<file path="src/rtl/pipe_hazard_ctrl_if.sv">
// Decode-side hazard bundle: decode entry, flush and advance enable in; stall, forwarding selects,
// per-stage valid and stall counter out. Purely wires; no latency, no backpressure of its own.
interface pipe_hazard_ctrl_if #(
    parameter int REGFILE_ADDR_WIDTH = 5,
    parameter int NUM_STAGES         = 3,
    parameter int COUNT_WIDTH        = 16
);
    localparam int SEL_W = $clog2(NUM_STAGES + 1);

    logic                          en;
    logic                          id_valid;
    logic [REGFILE_ADDR_WIDTH-1:0] id_R1_addr;
    logic                          id_R1_used;
    logic [REGFILE_ADDR_WIDTH-1:0] id_R2_addr;
    logic                          id_R2_used;
    logic [REGFILE_ADDR_WIDTH-1:0] id_WR_addr;
    logic                          id_WR_en;
    logic                          id_is_load;
    logic                          flush;
    logic                          stall;
    logic [SEL_W-1:0]              fwd_sel_R1;
    logic [SEL_W-1:0]              fwd_sel_R2;
    logic [NUM_STAGES-1:0]         stage_valid;
    logic [COUNT_WIDTH-1:0]        stall_count;

    modport master (
        output en, id_valid, id_R1_addr, id_R1_used, id_R2_addr, id_R2_used,
               id_WR_addr, id_WR_en, id_is_load, flush,
        input  stall, fwd_sel_R1, fwd_sel_R2, stage_valid, stall_count
    );

    modport slave (
        input  en, id_valid, id_R1_addr, id_R1_used, id_R2_addr, id_R2_used,
               id_WR_addr, id_WR_en, id_is_load, flush,
        output stall, fwd_sel_R1, fwd_sel_R2, stage_valid, stall_count
    );
endinterface

</file>
<file path="src/rtl/pipe_hazard_ctrl.sv">
// Hazard/forwarding controller: combinational stall and forwarding selects from tracked stages.
// Stage state advances one step per en cycle; en=0 freezes everything; stall injects a bubble into ex.
module pipe_hazard_ctrl #(
    parameter int REGFILE_ADDR_WIDTH = 5,
    parameter int NUM_STAGES         = 3,
    parameter int LOAD_READY_STAGE   = 2,
    parameter int ZERO_REG_HARDWIRED = 1,
    parameter int COUNT_WIDTH        = 16
) (
    input logic             clk,
    input logic             reset,
    pipe_hazard_ctrl_if.slave bus
);
    localparam int SEL_W = $clog2(NUM_STAGES + 1);

    typedef struct packed {
        logic                          vld;
        logic                          wr_en;
        logic [REGFILE_ADDR_WIDTH-1:0] wr_addr;
        logic                          is_load;
    } stage_t;

    stage_t [NUM_STAGES-1:0] stage_q, stage_d;
    logic [COUNT_WIDTH-1:0]  cnt_q, cnt_d;

    logic [SEL_W-1:0] sel1, sel2;
    logic             haz1, haz2;
    logic             stall_w;
    logic             issue;

    function automatic logic hit(input stage_t s, input logic used,
                                 input logic [REGFILE_ADDR_WIDTH-1:0] a);
        return used && s.vld && s.wr_en && (s.wr_addr == a) &&
               !((ZERO_REG_HARDWIRED != 0) && (a == '0));
    endfunction

    // Scan oldest to youngest so the youngest matching stage overwrites earlier hits.
    always_comb begin
        sel1 = '0;
        sel2 = '0;
        haz1 = 1'b0;
        haz2 = 1'b0;
        for (int i = NUM_STAGES - 1; i >= 0; i--) begin
            if (hit(stage_q[i], bus.id_R1_used, bus.id_R1_addr)) begin
                sel1 = SEL_W'(i + 1);
                haz1 = stage_q[i].is_load && (i < LOAD_READY_STAGE);
            end
            if (hit(stage_q[i], bus.id_R2_used, bus.id_R2_addr)) begin
                sel2 = SEL_W'(i + 1);
                haz2 = stage_q[i].is_load && (i < LOAD_READY_STAGE);
            end
        end
    end

    assign stall_w = bus.id_valid && (haz1 || haz2) && !bus.flush;
    assign issue   = bus.id_valid && !stall_w && !bus.flush;

    always_comb begin
        stage_d = stage_q;
        cnt_d   = cnt_q;
        if (bus.en) begin
            for (int i = 1; i < NUM_STAGES; i++) begin
                stage_d[i] = stage_q[i-1];
            end
            stage_d[0] = '0;
            if (issue) begin
                stage_d[0].vld     = 1'b1;
                stage_d[0].wr_en   = bus.id_WR_en;
                stage_d[0].wr_addr = bus.id_WR_addr;
                stage_d[0].is_load = bus.id_is_load;
            end
            if (stall_w && (cnt_q != '1)) begin
                cnt_d = cnt_q + 1'b1;
            end
        end
    end

    always_ff @(posedge clk or posedge reset) begin
        if (reset) begin
            stage_q <= '0;
            cnt_q   <= '0;
        end else begin
            stage_q <= stage_d;
            cnt_q   <= cnt_d;
        end
    end

    always_comb begin
        bus.stage_valid = '0;
        for (int i = 0; i < NUM_STAGES; i++) begin
            bus.stage_valid[i] = stage_q[i].vld;
        end
    end

    assign bus.stall       = stall_w;
    assign bus.fwd_sel_R1  = sel1;
    assign bus.fwd_sel_R2  = sel2;
    assign bus.stall_count = cnt_q;
endmodule

</file>
<file path="src/flat_wrapper.sv">
// flat-port wrapper written by rule: the top's interface ports become plain ports
module pipe_hazard_ctrl_flat 
#(
    parameter int REGFILE_ADDR_WIDTH = 5,
    parameter int NUM_STAGES         = 3,
    parameter int LOAD_READY_STAGE   = 2,
    parameter int ZERO_REG_HARDWIRED = 1,
    parameter int COUNT_WIDTH        = 16
)
  (clk, reset, bus_en, bus_id_valid, bus_id_R1_addr, bus_id_R1_used, bus_id_R2_addr, bus_id_R2_used, bus_id_WR_addr, bus_id_WR_en, bus_id_is_load, bus_flush, bus_stall, bus_fwd_sel_R1, bus_fwd_sel_R2, bus_stage_valid, bus_stall_count);
  pipe_hazard_ctrl_if #(.REGFILE_ADDR_WIDTH(REGFILE_ADDR_WIDTH), .NUM_STAGES(NUM_STAGES), .COUNT_WIDTH(COUNT_WIDTH)) bus_i ();
  input logic clk;
  input logic reset;
  input wire logic [$bits(bus_i.en)-1:0] bus_en;
  input wire logic [$bits(bus_i.id_valid)-1:0] bus_id_valid;
  input wire logic [$bits(bus_i.id_R1_addr)-1:0] bus_id_R1_addr;
  input wire logic [$bits(bus_i.id_R1_used)-1:0] bus_id_R1_used;
  input wire logic [$bits(bus_i.id_R2_addr)-1:0] bus_id_R2_addr;
  input wire logic [$bits(bus_i.id_R2_used)-1:0] bus_id_R2_used;
  input wire logic [$bits(bus_i.id_WR_addr)-1:0] bus_id_WR_addr;
  input wire logic [$bits(bus_i.id_WR_en)-1:0] bus_id_WR_en;
  input wire logic [$bits(bus_i.id_is_load)-1:0] bus_id_is_load;
  input wire logic [$bits(bus_i.flush)-1:0] bus_flush;
  output wire logic [$bits(bus_i.stall)-1:0] bus_stall;
  output wire logic [$bits(bus_i.fwd_sel_R1)-1:0] bus_fwd_sel_R1;
  output wire logic [$bits(bus_i.fwd_sel_R2)-1:0] bus_fwd_sel_R2;
  output wire logic [$bits(bus_i.stage_valid)-1:0] bus_stage_valid;
  output wire logic [$bits(bus_i.stall_count)-1:0] bus_stall_count;
  assign bus_i.en = bus_en;
  assign bus_i.id_valid = bus_id_valid;
  assign bus_i.id_R1_addr = bus_id_R1_addr;
  assign bus_i.id_R1_used = bus_id_R1_used;
  assign bus_i.id_R2_addr = bus_id_R2_addr;
  assign bus_i.id_R2_used = bus_id_R2_used;
  assign bus_i.id_WR_addr = bus_id_WR_addr;
  assign bus_i.id_WR_en = bus_id_WR_en;
  assign bus_i.id_is_load = bus_id_is_load;
  assign bus_i.flush = bus_flush;
  assign bus_stall = bus_i.stall;
  assign bus_fwd_sel_R1 = bus_i.fwd_sel_R1;
  assign bus_fwd_sel_R2 = bus_i.fwd_sel_R2;
  assign bus_stage_valid = bus_i.stage_valid;
  assign bus_stall_count = bus_i.stall_count;
  pipe_hazard_ctrl #(.REGFILE_ADDR_WIDTH(REGFILE_ADDR_WIDTH), .NUM_STAGES(NUM_STAGES), .LOAD_READY_STAGE(LOAD_READY_STAGE), .ZERO_REG_HARDWIRED(ZERO_REG_HARDWIRED), .COUNT_WIDTH(COUNT_WIDTH)) u_core (.clk(clk), .reset(reset), .bus(bus_i));
endmodule
</file>
<file path="config.mk">
export PLATFORM = sky130hd
export DESIGN_NAME = pipe_hazard_ctrl_flat
export DESIGN_NICKNAME = d
export VERILOG_FILES = /design/src/rtl/pipe_hazard_ctrl_if.sv /design/src/rtl/pipe_hazard_ctrl.sv /design/src/flat_wrapper.sv
export SDC_FILE = /design/constraint.sdc
export NUM_CORES = 1
export LEC_CHECK = 0
export CORE_MARGIN = 2
export CORE_UTILIZATION = 30
export DETAILED_ROUTE_END_ITERATION = 10
export DONT_BUFFER_PORTS = 1
export PLACE_DENSITY_LB_ADDON = 0.05
export SLEW_MARGIN = 40
export SYNTH_ARGS = -nofsm -noshare
export SYNTH_HDL_FRONTEND = slang
export SYNTH_SLANG_ARGS = --single-unit
</file>
<file path="constraint.sdc">
create_clock -name clk -period 1.9 [get_ports clk]
set_input_delay 0.19 -clock clk [delete_from_list [all_inputs] [get_ports clk]]
set_output_delay 0.19 -clock clk [all_outputs]
set_load 0.05 [all_outputs]
</file>
==> out/summary.txt, run 1 <==
Status: complete, but fails checks
Failing checks: setup timing
Final clock skew: 0.0123 ns
Tmin final: 2.41 ns
GPL Wtd Cong: 0.859
Post-synth top area cell: dfrtp_1
DRT iter0 DRCs: 31
Remaining DRCs: 0
DIE AREA: 7710 sq um
Pre-CTS setup slack: -0.347 ns
Fraction of registers with async set or reset after synthesis: 100%
Row cnt: 30
Leakage: 1.45 nW
Layout Nets: 273
Combinational share of power: 12.5%
Syn nets: 208
Worst path max stage delay: 0.53 ns
Critical path arrival: 2.22 ns
Number of CTS-inserted buffers: 5
Seq/Total Area, Yosys: 46.3%
CP delay by family, top: simple AND/OR/NAND/NOR gates
Yosys warning count: 0
Share of the synthesized area in the top cell type: 46.3%
Overflow after GRT: 0
Initial Utilization: 31.0%
Syn-to-layout area delta: 47.2%
Worst slew pin tran: 0.777 ns
#FFs+latches synth: 39
Final Hold Viols: 0
Crit Path Category: reg -> out
Vias per cell: 4.82
Startpoint types: flop
Ports: 48
Die Wd: 87.8 microns
RSZ-0062 raised after global routing: yes
CTS sink count: 39
Worst path cell trace: xor2_1 > or4_4 > nor4_4 > o22a_2 > o21ai_4 > and3b_2
Setup violators final: 29
Share of cells above drive strength 1: 49.4%
HPWL after DPL: 4220 microns
Vias: 1662
Power Internal: 0.00153 W
Min setup slack post-route: -0.513 ns
Min-Delay Path Class: in -> reg
DRT Wirelength: 5870 microns
Hold slack: 0.0206 ns
CP Capture Type: output pin
PD cells: 639 nW/um^2
Clk_lat worst skew: 0.30 ns
Root buf cell: clkbuf_8
Average size of a mapped cell: 11.5 sq um
Final period util: 127%
Vias in the first global route: 1865
Maximum Capacitance Violations: 0
Yosys cell types: 34
EDFF count, synth: 0
Post-synth top flop: dfrtp_1
Sw frac: 23.1%
Flop pwr share: 45.7%
Post-DRT Antenna Nets: 0
Max-slew violations: 0
Reg2Reg Setup Slack: -0.51 ns
First-pass GRT wire length: 9290 microns
CP max stage cell: or4_4
Clock network power share: 41.7%
Clk buf depth: 2
Required @ worst endpoint: 1.71 ns
Port bufs: 0
Antenna violations before repair: 0
CTS tree: yes
Die H: 87.8 microns
Core Region: 6790 sq um
Synthesized area: 2110 sq um
Largest net degree at the start of global routing: 40
Clock transition at path regs: 0.08 ns
Gr usage total: 16.2%
Synth top area cells: dfrtp_1 (46%), xnor2_1 (15%), mux2_2 (8.0%), xor2_1 (3.3%), nand4_1 (3.0%)
Max-slew headroom: 47.9%
H-tree depth: 2
P_sw: 0.000457 W
CP Max Fanout: 3
# diodes: 0
Drt pass-1 iters: 4
Gate Count Post-Synth: 183
Drt wl/cell: 17.0 microns
Maximum vdd drop: 283 uV
Worst path bufs/invs: 0
Peak Freq: 0.414 GHz
cell usage after synthesis (2+ instances only):
master / n
or3_1: 2
nand3b_1: 2
o21ai_2: 3
mux2_2: 15
a22o_1: 7
inv_1: 5
nand4_1: 10
or4_4: 2
and4_1: 2
nand2_1: 6
and3_1: 6
buf_4: 3
a21o_1: 3
o21ai_0: 3
nor2_4: 2
xor2_1: 8
xnor2_1: 37
or4_1: 2
dfrtp_1: 39
a21oi_1: 2
clkbuf_1: 2
nand3_1: 10
metal layers:
metal / vias up / GRT usage (%) / part of all wire (%)
met5: - / 0 / 0
met4: 0 / 5.87 / 2.2
met3: 10 / 6.50 / 7.1
met2: 38 / 30.8 / 55
met1: 834 / 15.6 / 35
li1: 780 / - / -
power groups by stage:
stage,logic [W],registers (W),clock network [W]
2_1_floorplan,0.000176,0.000918,0
3_3_place_gp,0.000227,0.000923,0
3_5_place_dp,0.000230,0.000924,0
4_1_cts,0.000251,0.000907,0.000853
5_1_grt,0.000270,0.000914,0.000883
6_report,0.000249,0.000907,0.000828
repair_timing:
action / 4_1_cts / 5_1_grt
hold buffers: 2 / 0
cloned: 1 / 0
endpoints found under the hold margin: 40 / 0
pin swaps: 25 / 8
gates resized for setup: 23 / 15
buffers inserted: 11 / 3
setup endpoints to repair: 29 / 29
cells by family after synthesis:
kind of cell    after synthesis  synth area share, %
mux                          15                 8.01
buf+inv                      12                 3.03
flops                        39                 46.3
fa+ha+maj                     1                0.593
compound gates               22                 7.95
simple gates                 49                 15.4
xor+xnor                     45                 18.7
final cells by class:
| class | count | area (sq um) |
|---|---|---|
| clock inverter | 2 | 60.1 |
| clock buffer | 6 | 72.6 |
| sequential | 39 | 982 |
| inverter | 5 | 18.8 |
| fill | 639 | 3690 |
| timing repair buffer | 65 | 606 |
| tap | 96 | 120 |
| multi-input combinational | 132 | 1240 |
flip-flops by register name, summed over array words and instances, names as in the netlist:
register,flops
u_core.stage_q,20
u_core.bus.stall_count,16
u_core.bus.stage_valid,3
through the flow:
stage	std cells	instance area, sq um	setup TNS, ns	util (%)	total power [W]
after floorplan	183	2160	-3.03	-	0.00109
after global placement	320	2640	-4.82	38.9	0.00115
after detailed placement	320	2640	-5.72	38.9	0.00115
after CTS	342	3000	-10.08	44.1	0.00201
after global routing	345	3100	-14.78	45.7	0.00207
final	345	3100	-11.98	45.7	0.00198
worst paths after layout:
| kind | from | end | depth (start not counted) |
|---|---|---|---|
| max | u_core.stage_q[3] | bus_stall | 6 |
| min | bus_en | u_core.stage_q[8] | 2 |
| max reg2reg | u_core.stage_q[3] | u_core.bus.stall_count[11] | 11 |
| min reg2reg | u_core.stage_q[22] | u_core.stage_q[22] | 1 |
| max in group asynchronous | reset | u_core.bus.stall_count[4] | 3 |
| min in group asynchronous | reset | u_core.bus.stall_count[8] | 3 |
layout by cell type (no fill, tap or decap), drive strengths merged, types with 2 or more instances in the layout:
cell type,instances
buf,62
dfrtp,39
xnor2,37
mux2,15
nand4,10
nand3,10
xor2,8
a22o,7
clkbuf,7
and3,6
nand2,6
o21ai,6
inv,5
or4,4
a21o,3
nor2,2
or3,2
nand3b,2
and4,2
a21oi,2
bufinv,2
dlygate4sd3,2
nor4,2
(Power assumes the default switching activity.)
==> inputs of run 2 (changes only) <==
--- a/config.mk
+++ b/config.mk
@@ -7,9 +7,11 @@
 export LEC_CHECK = 0
 export CORE_MARGIN = 2
 export CORE_UTILIZATION = 30
+export CTS_CLUSTER_SIZE = 10
 export DETAILED_ROUTE_END_ITERATION = 10
 export DONT_BUFFER_PORTS = 1
 export PLACE_DENSITY_LB_ADDON = 0.05
+export RECOVER_POWER = 25
 export SLEW_MARGIN = 40
 export SYNTH_ARGS = -nofsm -noshare
 export SYNTH_HDL_FRONTEND = slang
==> run 2 against run 1 <==
Net effect:
- the run still ends with setup timing left
- wire length hardly changed
- worst hold slack stayed put
- global-route usage stayed put
- critical path type unchanged
==> out/summary.txt, run 2 (same netlist as run 1, synthesis figures left out) <==
Port bufs: 0 (unchanged)
Root buf cell: clkbuf_8 (unchanged)
Clk_lat worst skew: 0.30 ns (about the same)
Die Wd: 87.8 microns (unchanged)
Flop pwr share: 45.7% (about the same)
Die H: 87.8 microns (unchanged)
Worst path max stage delay: 0.53 ns (about the same)
DRT Wirelength: 5870 microns (about the same)
Final Hold Viols: 0 (unchanged)
Status: complete, but fails checks (unchanged)
HPWL after DPL: 4220 microns (unchanged)
DIE AREA: 7710 sq um (unchanged)
Ports: 48 (unchanged)
Core Region: 6790 sq um (unchanged)
Antenna violations before repair: 0 (unchanged)
Min setup slack post-route: -0.513 ns (unchanged)
Crit Path Category: reg -> out (unchanged)
Layout Nets: 273 (unchanged)
CP max stage cell: or4_4 (unchanged)
CTS tree: yes (unchanged)
Most frequent cells in the layout: buf_4 (45), dfrtp_1 (34), xnor2_1 (31), mux2_2 (14), buf_6 (12) (was buf_4 (46), dfrtp_1 (34), xnor2_1 (31), mux2_2 (14), buf_6 (12))
First-pass GRT wire length: 9290 microns (unchanged)
Vias in the first global route: 1865 (unchanged)
GPL Wtd Cong: 0.859 (unchanged)
Syn-to-layout area delta: 47.1% (was 47.2%)
Max-slew violations: 0 (unchanged)
Setup TNS: -11.98 ns (unchanged)
Tmin final: 2.41 ns (unchanged)
Worst path cell trace: xor2_1 > or4_4 > nor4_4 > o22a_2 > o21ai_4 > and3b_2 (unchanged)
Final period util: 127% (unchanged)
Sequential cell area: 982 sq um (unchanged)
Drt pass-1 iters: 4 (unchanged)
Clock transition at path regs: 0.08 ns (about the same)
Vias per cell: 4.82 (unchanged)
Startpoint types: flop (unchanged)
Maximum vdd drop: 283 uV (about the same)
Top reg by flops: u_core.stage_q (unchanged)
Drt wl/cell: 17.0 microns (about the same)
Worst slew pin tran: 1.01 ns (was 0.777 ns)
Failing checks: setup timing (unchanged)
Leakage: 1.45 nW (about the same)
Clock network power share: 41.8% (was 41.7%)
Power Internal: 0.00153 W (about the same)
Most common cell after layout, fill and taps aside: buf_4 (unchanged)
Peak Freq: 0.414 GHz (unchanged)
Initial Utilization: 31.0% (unchanged)
Multi-input logic area: 1240 sq um (unchanged)
Cell Area, Placed: 2640 sq um (unchanged)
P_sw: 0.000457 W (about the same)
Clk buf depth: 2 (unchanged)
Min-Delay Path Class: in -> reg (unchanged)
CP Capture Type: output pin (unchanged)
Post-DRT Antenna Nets: 0 (unchanged)
Combinational share of power: 12.5% (about the same)
FILL cells: 640 (was 639)
Critical path arrival: 2.22 ns (about the same)
Final clock skew: 0.0123 ns (unchanged)
DRT iter0 DRCs: 31 (unchanged)
Maximum Capacitance Violations: 0 (unchanged)
Share of cells above drive strength 1: 49.4% (unchanged)
Largest net degree at the start of global routing: 40 (unchanged)
Gr usage total: 16.2% (unchanged)
H-tree depth: 2 (unchanged)
Overflow after GRT: 0 (unchanged)
CP Max Fanout: 3 (unchanged)
PD cells: 639 nW/um^2 (about the same)
# diodes: 0 (unchanged)
Required @ worst endpoint: 1.71 ns (about the same)
Max-slew headroom: 32.7% (was 47.9%)
Vias: 1662 (unchanged)
CTS sink count: 39 (unchanged)
RSZ-0062 raised after global routing: yes (unchanged)
Final Instance Area: 3100 sq um (about the same)
Setup violators final: 29 (unchanged)
Layout Utilization: 45.7% (about the same)
Number of CTS-inserted buffers: 5 (unchanged)
Max reg flops: 20 (unchanged)
Row cnt: 30 (unchanged)
Sw frac: 23.1% (about the same)
Remaining DRCs: 0 (unchanged)
run 2: timing repair:
| item | in CTS | in global routing |
|---|---|---|
| endpoints found under the setup margin | 29 | 29 |
| gates cloned | 1 | 0 |
| pin swaps | 25 | 8 |
| endpoints found under the hold margin | 40 | 0 |
| hold buffers | 2 | 0 |
| buffers inserted | 11 | 3 |
| gates resized for setup | 23 | 15 |
run 2: final timing paths:
| path | start | cells after the start | endpoint | slack, ns |
|---|---|---|---|---|
| max | u_core.stage_q[3] | 6 | bus_stall | -0.51 |
| min | bus_en | 2 | u_core.stage_q[8] | 0.02 |
| max reg2reg | u_core.stage_q[3] | 11 | u_core.bus.stall_count[11] | -0.51 |
| min reg2reg | u_core.stage_q[22] | 1 | u_core.stage_q[22] | 0.53 |
| max in group asynchronous | reset | 3 | u_core.bus.stall_count[4] | 0.56 |
| min in group asynchronous | reset | 3 | u_core.bus.stall_count[8] | 0.65 |
run 2: cell type report:
type	count	share of cell area, %
Timing Repair Buffer	65	19.4
Tap cell	96	3.87
Sequential cell	39	31.7
Clock buffer	6	2.34
Multi-Input combinational cell	132	40.1
Clock inverter	2	1.94
Inverter	5	0.605
run 2: layer usage:
metal | vias up | global-route usage [%] | wire [microns]
met3 | 10 | 6.50 | 419
met1 | 834 | 15.6 | 2080
met2 | 38 | 30.8 | 3240
met5 | - | 0 | 0
li1 | 780 | - | -
met4 | 0 | 5.87 | 127
run 2: worst max-delay path: cells and delay by family (launching register included):
family | cells | cell delay [ns]
flops | 1 | 0.40
compound gates | 2 | 0.31
xor+xnor | 1 | 0.16
simple gates | 3 | 1.05
run 2: power groups by stage:
| stage | clock network (W) | registers [W] | logic (W) |
|---|---|---|---|
| after global routing | 0.000883 | 0.000914 | 0.000269 |
| after floorplan | 0 | 0.000918 | 0.000176 |
| final | 0.000828 | 0.000907 | 0.000248 |
| after detailed placement | 0 | 0.000924 | 0.000230 |
| after global placement | 0 | 0.000923 | 0.000227 |
| after CTS | 0.000853 | 0.000907 | 0.000251 |
run 2: metrics by stage:
stage	setup slack (ns)	std cells	hold WS [ns]	total power, W
final	-0.513	345	0.0206	0.00198
after global routing	-0.596	345	0.00342	0.00207
after CTS	-0.508	342	0.00876	0.00201
after detailed placement	-0.347	320	0.251	0.00115
after global placement	-0.312	320	0.236	0.00115
after floorplan	-0.239	183	0.323	0.00109
==> inputs of run 3 (changes only) <==
--- a/config.mk
+++ b/config.mk
@@ -10,7 +10,7 @@
 export CTS_CLUSTER_SIZE = 10
 export DETAILED_ROUTE_END_ITERATION = 10
 export DONT_BUFFER_PORTS = 1
-export PLACE_DENSITY_LB_ADDON = 0.05
+export PLACE_DENSITY = 0.47
 export RECOVER_POWER = 25
 export SLEW_MARGIN = 40
 export SYNTH_ARGS = -nofsm -noshare
==> run 3 against run 2 <==
Net effect:
- the flow still finishes with violations (setup timing)
- maximum frequency fell by 0.79%
- clock power fell by 29%
- largest power group unchanged
- sequential cell count did not move
- setup slack got worse by 0.019 ns
- highest routed layer unchanged
- wire length fell by 5.3%
- sequential share of layout area rose by 0.77 points
- non-clock buffer count fell by 2
- first-iteration DRC count rose by 110%
- critical path depth rose by 1
==> out/summary.txt, run 3 (same netlist as run 1, synthesis figures left out) <==
Status: complete, but fails checks (unchanged)
Failing checks: setup timing (unchanged)
Worst slew pin tran: 0.973 ns (was 1.01 ns)
Die Wd: 87.8 microns (unchanged)
Startpoint types: flop (unchanged)
Min-Delay Path Class: in -> reg (unchanged)
CP max stage cell: or4_4 (unchanged)
Finished Layout Cells: 343 (was 345)
Worst path cell trace: xor2_1 > or4_4 > nor4_4 > o22a_2 > buf_6 > o21ai_4 > and3b_2 (was xor2_1 > or4_4 > nor4_4 > o22a_2 > o21ai_4 > and3b_2)
Max reg flops: 20 (unchanged)
Tmin final: 2.43 ns (was 2.41 ns)
Clk buf depth: 2 (unchanged)
Peak Freq: 0.411 GHz (was 0.414 GHz)
Vias in the first global route: 1784 (was 1865)
Port bufs: 0 (unchanged)
Clock network power share: 33.8% (was 41.8%)
Total power: 0.00175 W (was 0.00198 W)
Remaining DRCs: 0 (unchanged)
Sw frac: 25.7% (was 23.1%)
Post-DRT Antenna Nets: 0 (unchanged)
Required @ worst endpoint: 1.71 ns (about the same)
Hold slack: 0.00643 ns (was 0.0206 ns)
Most frequent cells in the layout: buf_4 (49), dfrtp_1 (33), xnor2_1 (28), mux2_2 (15), nand4_1 (10) (was buf_4 (45), dfrtp_1 (34), xnor2_1 (31), mux2_2 (14), buf_6 (12))
Setup TNS: -9.92 ns (was -11.98 ns)
RSZ-0062 raised after global routing: yes (unchanged)
Initial Utilization: 31.0% (unchanged)
Flop pwr share: 51.9% (was 45.7%)
P_sw: 0.000452 W (was 0.000457 W)
Row cnt: 30 (unchanged)
Leakage: 1.40 nW (was 1.45 nW)
Crit Path Category: reg -> out (unchanged)
Largest net degree at the start of global routing: 40 (unchanged)
First-pass GRT wire length: 9040 microns (was 9290 microns)
Setup violators final: 29 (unchanged)
CTS sink count: 39 (unchanged)
Share of cells above drive strength 1: 50.2% (was 49.4%)
DRT Wirelength: 5560 microns (was 5870 microns)
Core Region: 6790 sq um (unchanged)
Worst path max stage delay: 0.54 ns (was 0.53 ns)
Ports: 48 (unchanged)
Number of CTS-inserted buffers: 5 (unchanged)
Drt pass-1 iters: 4 (unchanged)
Min setup slack post-route: -0.532 ns (was -0.513 ns)
Clock transition at path regs: 0.08 ns (about the same)
Die H: 87.8 microns (unchanged)
Final period util: 128% (was 127%)
Critical path arrival: 2.24 ns (was 2.22 ns)
# diodes: 0 (unchanged)
Antenna violations before repair: 0 (unchanged)
CTS tree: yes (unchanged)
CP Capture Type: output pin (unchanged)
DRT iter0 DRCs: 66 (was 31)
Layout Nets: 271 (was 273)
Power Internal: 0.00130 W (was 0.00153 W)
Vias: 1655 (was 1662)
Maximum vdd drop: 233 uV (was 283 uV)
Syn-to-layout area delta: 43.8% (was 47.1%)
Grt met3 use: 4.90% (was 6.50%)
Combinational share of power: 14.4% (was 12.5%)
Clk_lat worst skew: 0.29 ns (was 0.30 ns)
Final clock skew: 0.00807 ns (was 0.0123 ns)
Max-slew violations: 0 (unchanged)
GPL Wtd Cong: 0.894 (was 0.859)
Vias per cell: 4.83 (was 4.82)
Most common cell after layout, fill and taps aside: buf_4 (unchanged)
Met2 Resource Use GR: 26.7% (was 30.8%)
PD cells: 579 nW/um^2 (was 639 nW/um^2)
M1 GR Usage: 18.0% (was 15.6%)
Busiest grt layer: met2 (unchanged)
Drt wl/cell: 16.2 microns (was 17.0 microns)
Final Hold Viols: 0 (unchanged)
Root buf cell: clkbuf_8 (unchanged)
Maximum Capacitance Violations: 0 (unchanged)
DIE AREA: 7710 sq um (unchanged)
H-tree depth: 2 (unchanged)
Gr usage total: 15.4% (was 16.2%)
CP Max Fanout: 3 (unchanged)
Overflow after GRT: 0 (unchanged)
Placed cells: 325 (was 320)
Max-slew headroom: 35.1% (was 32.7%)
HPWL after DPL: 4270 microns (was 4220 microns)
Top reg by flops: u_core.stage_q (unchanged)
[run 3: changes by cell type in the layout (fill, tap and decap cells not counted), sizes merged]
cell	change
dlygate4sd3	-1
bufinv	-2
clkinv	+1
[run 3: path summary, 6_finish.rpt]
check	to	depth (start not counted)	startpoint	slack (ns)
max	bus_stall	7	u_core.stage_q[5]	-0.53
min in group asynchronous	u_core.stage_q[1]	3	reset	0.64
max reg2reg	u_core.stage_q[5]	10	u_core.stage_q[5]	-0.43
max in group asynchronous	u_core.bus.stall_count[5]	3	reset	0.60
min	u_core.stage_q[8]	1	bus_en	0.006
min reg2reg	u_core.stage_q[22]	1	u_core.stage_q[22]	0.51
[run 3: worst max-delay path, delay by kind of cell (launching register included)]
| kind | cells | cell delay (ns) |
|---|---|---|
| and+or+nand+nor | 3 | 1.04 |
| xor gates and xnor gates | 1 | 0.15 |
| AOI/OAI and AO/OA | 2 | 0.26 |
| buffers and inverters | 1 | 0.10 |
| DFF | 1 | 0.39 |
[run 3: power by group through the flow]
stage | logic [W] | registers (W) | clock network, W
6_report | 0.000252 | 0.000910 | 0.000592
5_1_grt | 0.000275 | 0.000915 | 0.000648
4_1_cts | 0.000245 | 0.000908 | 0.000618
3_5_place_dp | 0.000234 | 0.000925 | 0
3_3_place_gp | 0.000229 | 0.000924 | 0
2_1_floorplan | 0.000176 | 0.000918 | 0
[run 3: final cells by class]
class                   count  area, sq um
inverters                   5         18.8
clock buffers               7         86.3
fillers                   626         3760
repair buffers             63          569
clock inverters             1         8.76
flip-flops and latches     39          983
well taps                  96          120
multi-input cells         132         1240
[run 3: through the flow]
step	utilization, %	cell area, sq um	worst slack (ns)
after floorplan	-	2160	-0.239
after global placement	39.2	2670	-0.307
after detailed placement	39.2	2670	-0.302
after CTS	43.1	2930	-0.573
after global routing	44.6	3030	-0.651
final	44.6	3030	-0.532
[run 3: what timing repair did]
item	in CTS	in global routing
setup endpoints to repair	29	29
setup buffers	8	4
cloned	1	0
pin swaps	30	20
gates resized for setup	18	16
hold buffers	1	0
endpoints found under the hold margin	39	0
[run 3: routing by layer]
metal,wire [microns],up-vias
met4,67,0
met5,0,-
met1,2340,839
met3,261,7
met2,2890,28
li1,-,781
